===== config.mk =====
export PLATFORM = sky130hd
export DESIGN_NAME = bit_serial_sub
export DESIGN_NICKNAME = d
export VERILOG_FILES = /design/src/rtl/bit_serial_sub.sv
export SDC_FILE = /design/constraint.sdc
export NUM_CORES = 1
export LEC_CHECK = 0
export ABC_AREA = 1
export ABC_CLOCK_PERIOD_IN_PS = 3750
export CELL_PAD_IN_SITES_DETAIL_PLACEMENT = 2
export CELL_PAD_IN_SITES_GLOBAL_PLACEMENT = 2
export CORE_ASPECT_RATIO = 1.75
export CORE_MARGIN = 2
export CORE_UTILIZATION = 25
export DETAILED_ROUTE_END_ITERATION = 10
export PLACE_DENSITY = 0.7
export SYNTH_ARGS = -nofsm -noshare
export SYNTH_HDL_FRONTEND = slang
export SYNTH_SLANG_ARGS = --single-unit
export TNS_END_PERCENT = 100

===== constraint.sdc =====
create_clock -name clk -period 3.75 [get_ports clk]
set_input_delay 0.5625 -clock clk [delete_from_list [all_inputs] [get_ports clk]]
set_output_delay 0.5625 -clock clk [all_outputs]
set_load 0.005 [all_outputs]

===== src/rtl/bit_serial_sub.sv =====
// Bit-serial subtractor: one full-subtractor cell plus a registered borrow, LSB first.
// Optional signed-overflow output enabled by defining BIT_SERIAL_SUB_OVF_EN.
module bit_serial_sub #(
   parameter int WIDTH = 8,
   parameter int CNT_W = $clog2(WIDTH) + 1
) (
   input  logic             clk,
   input  logic             rst_n,
   input  logic             start,
   input  logic [WIDTH-1:0] a,
   input  logic [WIDTH-1:0] b,
   input  logic             bin,
   output logic             busy,
   output logic             done,
   output logic [WIDTH-1:0] diff,
   output logic             brw
`ifdef BIT_SERIAL_SUB_OVF_EN
   ,output logic            ovf
`endif
);

   typedef enum logic [1:0] {ST_IDLE, ST_RUN, ST_DONE} state_t;

   state_t           state_q, state_d;
   logic [WIDTH-1:0] a_sr_q, a_sr_d;
   logic [WIDTH-1:0] b_sr_q, b_sr_d;
   logic [WIDTH-1:0] res_q, res_d;
   logic [WIDTH-1:0] diff_q, diff_d;
   logic [CNT_W-1:0] cnt_q, cnt_d;
   logic             borrow_q, borrow_d;
   logic             brw_q, brw_d;
`ifdef BIT_SERIAL_SUB_OVF_EN
   logic             ovf_q, ovf_d;
`endif

   logic cell_x, cell_y, cell_c, cell_d, cell_bo, last_bit;

   // Full-subtractor cell fed from the shift-register LSBs and the stored borrow.
   always_comb begin
      cell_x   = a_sr_q[0];
      cell_y   = b_sr_q[0];
      cell_c   = borrow_q;
      cell_d   = cell_x ^ cell_y ^ cell_c;
      cell_bo  = (~cell_x & cell_y) | (~cell_x & cell_c) | (cell_y & cell_c);
      last_bit = (cnt_q == CNT_W'(WIDTH - 1));
   end

   // NOTE: every variable gets a hold default first so no path can infer a latch.
   always_comb begin
      state_d  = state_q;
      a_sr_d   = a_sr_q;
      b_sr_d   = b_sr_q;
      res_d    = res_q;
      diff_d   = diff_q;
      cnt_d    = cnt_q;
      borrow_d = borrow_q;
      brw_d    = brw_q;
`ifdef BIT_SERIAL_SUB_OVF_EN
      ovf_d    = ovf_q;
`endif
      case (state_q)
         ST_IDLE, ST_DONE: begin
            if (start) begin
               a_sr_d   = a;
               b_sr_d   = b;
               borrow_d = bin;
               cnt_d    = '0;
               state_d  = ST_RUN;
            end else begin
               state_d  = ST_IDLE;
            end
         end
         ST_RUN: begin
            a_sr_d   = a_sr_q >> 1;
            b_sr_d   = b_sr_q >> 1;
            res_d    = {cell_d, res_q[WIDTH-1:1]};
            borrow_d = cell_bo;
            if (last_bit) begin
               // Counter parks at WIDTH-1; it is reloaded on the next accept.
               diff_d  = {cell_d, res_q[WIDTH-1:1]};
               brw_d   = cell_bo;
`ifdef BIT_SERIAL_SUB_OVF_EN
               ovf_d   = cell_c ^ cell_bo;
`endif
               state_d = ST_DONE;
            end else begin
               cnt_d   = cnt_q + CNT_W'(1);
            end
         end
         default: state_d = ST_IDLE;
      endcase
   end

   // NOTE: sequential state uses non-blocking assignments so all flops update together.
   always_ff @(posedge clk) begin
      if (!rst_n) begin
         state_q  <= ST_IDLE;
         a_sr_q   <= '0;
         b_sr_q   <= '0;
         res_q    <= '0;
         diff_q   <= '0;
         cnt_q    <= '0;
         borrow_q <= 1'b0;
         brw_q    <= 1'b0;
`ifdef BIT_SERIAL_SUB_OVF_EN
         ovf_q    <= 1'b0;
`endif
      end else begin
         state_q  <= state_d;
         a_sr_q   <= a_sr_d;
         b_sr_q   <= b_sr_d;
         res_q    <= res_d;
         diff_q   <= diff_d;
         cnt_q    <= cnt_d;
         borrow_q <= borrow_d;
         brw_q    <= brw_d;
`ifdef BIT_SERIAL_SUB_OVF_EN
         ovf_q    <= ovf_d;
`endif
      end
   end

   assign busy = (state_q == ST_RUN);
   assign done = (state_q == ST_DONE);
   assign diff = diff_q;
   assign brw  = brw_q;
`ifdef BIT_SERIAL_SUB_OVF_EN
   assign ovf  = ovf_q;
`endif

endmodule


==> run metrics <==
post-synthesis cell count=203; Crit path buffers/inverters=2; Die ar.=7070 sq um; Yosys cell types=22; min-delay worst type=reg2reg; number of global-route vias before repair=1,643; Total GRT Usage=0.136; routed wire length=4190 microns; Seq cells post-synth=39; wire per inst=13.4 microns; Tmin final=2.32 ns; Post-Syn Nets=225; clk root buf=clkbuf_8; final number of hold-violating endpoints=0; later-pin clock latency in the skew report=0.29 ns; unrepaired setup endpoints after global routing=false; Slew headroom=0.738; CP endpoint kind=primary output; chip height=110 microns; startpoint class of the critical path=register; P_leak=0.781 nW; Area Overhead vs Synth=26.6%; Final ANT Viol Nets=0; CP arrival=1.75 ns; worst setup margin=1.43 ns; TritonCTS clock tree=built; Worst-Margin Slew=0.393 ns; status=complete, no violations; Fmax achieved=0.432 GHz; pwr dens=424 nW/um^2; Detail Placement HPWL=2920 microns; pin count of the biggest net entering global routing=27; vias per cell=4.77; Post-route DRC=0; clock sinks=39; CP required=3.19 ns; GP Congestion=0.725; total CTS buffers=5; post-synthesis sequential area ratio=0.489; I/O pins=31; Final nets=253; crit path max-delay cell type=clkdlybuf4s50_1; Max Slew Vio Count=0; row count=38; initial antenna violation count=0; Mapped Area=1600 sq um; drt pass-1 iters=4; # hold bufs at CTS=0; initial detailed-routing violation count=39; fraction of layout cells with a size suffix above 1=0.0776; Placement Setup Slack=1.74 ns; ordered cell list for the critical path=inv_2 -> nor2_8 -> clkdlybuf4s50_1; kind of critical path=reg2out; Largest stage delay, worst path=0.58 ns; die width=64.4 microns; period utilization=0.618; CTS resizes=0; Setup Fix Bufs, Post-CTS=0; maxcap violations=0; Final setup viols=0; TNS Setup=0 ns; clock transition at the registers of the reported paths=0.08 ns; Placeable Area=6180 sq um; first-pass GRT wire length=7440 microns; Max clock buf depth=2; Worst path top cell family by delay=buffers and inverters; Port Buffers=30; clk_skew=0.00414 ns; GRT overflow=0; via count=1,488; worst vdd ir=0.000174 V; worst-path fanout max=26; n_diodes=0; Synth Warn #=0; Syn Area/Cell=7.87 sq um; starting density of the core=0.259; H-tree Lvls=2
[power by group]
group / internal (W) / switching [W]
registers: 0.000442 / 0.0000179
clock network: 0.000131 / 0.000149
logic: 0.0000507 / 0.0000678
[final timing paths]
path                                  from         to  slack (ns)  depth (start not counted)
worst max-delay path            state_q[0]       busy        1.43                          3
worst min-delay path             a_sr_q[7]  a_sr_q[7]        0.47                          2
worst max register to register  state_q[0]        brw        2.14                          6
worst min register to register   a_sr_q[7]  a_sr_q[7]        0.47                          2
[cells by family (layout without fill, tap and decap cells)]
logic type               count (synthesis)  after routing  synth area share
AO/OA/AOI/OAI                           33             33             0.103
flip-flops                              39             39             0.489
buffers and inverters                   19             48            0.0611
adder cells (fa/ha/maj)                  2              2            0.0204
AND/OR/NAND/NOR                        110            110             0.327
[sequential cells by signal, summed over array words and instances (netlist names)]
name,flops
cnt_q,4
diff,8
res_q,7
a_sr_q,8
brw,1
state_q,2
borrow_q,1
b_sr_q,8
[through the flow]
stage,cells,area (sq um),hold slack [ns],total power [W],utilization
finish,312,2020,0.469,0.000858,0.327
CTS,312,2020,0.472,0.000878,0.327
global placement,304,1940,0.455,0.000589,0.314
global route,312,2020,0.497,0.000911,0.327
detailed placement,304,1940,0.458,0.000593,0.314
floorplan,203,1600,0.430,0.000547,-
[final cells by class]
class,count,area [sq um]
fillers,732,4160
clock inverters,1,5.00
flip-flops and latches,39,781
clock buffers,7,76.3
repair buffers,31,308
multi-input cells,145,719
well taps,80,100
inverters,9,33.8
[per-layer routing]
layer,global-route usage,up-vias,part of all wire
met5,0,-,0
met4,0.0638,0,0.018
met3,0.0256,6,0.034
met2,0.264,28,0.55
met1,0.136,723,0.40
li1,-,731,-
[tightest hold or removal path, cell delays in order (launching register included)]
cell	delay, ns
dfxtp_1	0.32
nand2_1	0.06
a21oi_1	0.05
[cell usage in the layout (no fill, tap or decap), drive strengths merged]
| master | instances |
|---|---|
| o21ai | 26 |
| ha | 1 |
| inv | 9 |
| a21oi | 7 |
| clkinv | 1 |
| dfxtp | 39 |
| nand3 | 14 |
| nor3 | 28 |
| buf | 1 |
| clkbuf | 7 |
| clkdlybuf4s50 | 30 |
| fa | 1 |
| nand4 | 1 |
| or2 | 1 |
| nor2 | 38 |
| nand2 | 28 |
[Yosys cell counts, drive strengths merged]
cell    number  area (sq um)
nor2        38           166
inv          9          33.8
nand3       14          70.1
clkbuf       3          11.3
a21oi        7          35.0
ha           1          12.5
nand4        1          6.26
or2          1          6.26
nand2       28           133
buf          7          52.5
dfxtp       39           781
nor3        28           140
o21ai       26           130
fa           1          20.0
Note: power is estimated with default switching activity, not from simulation.
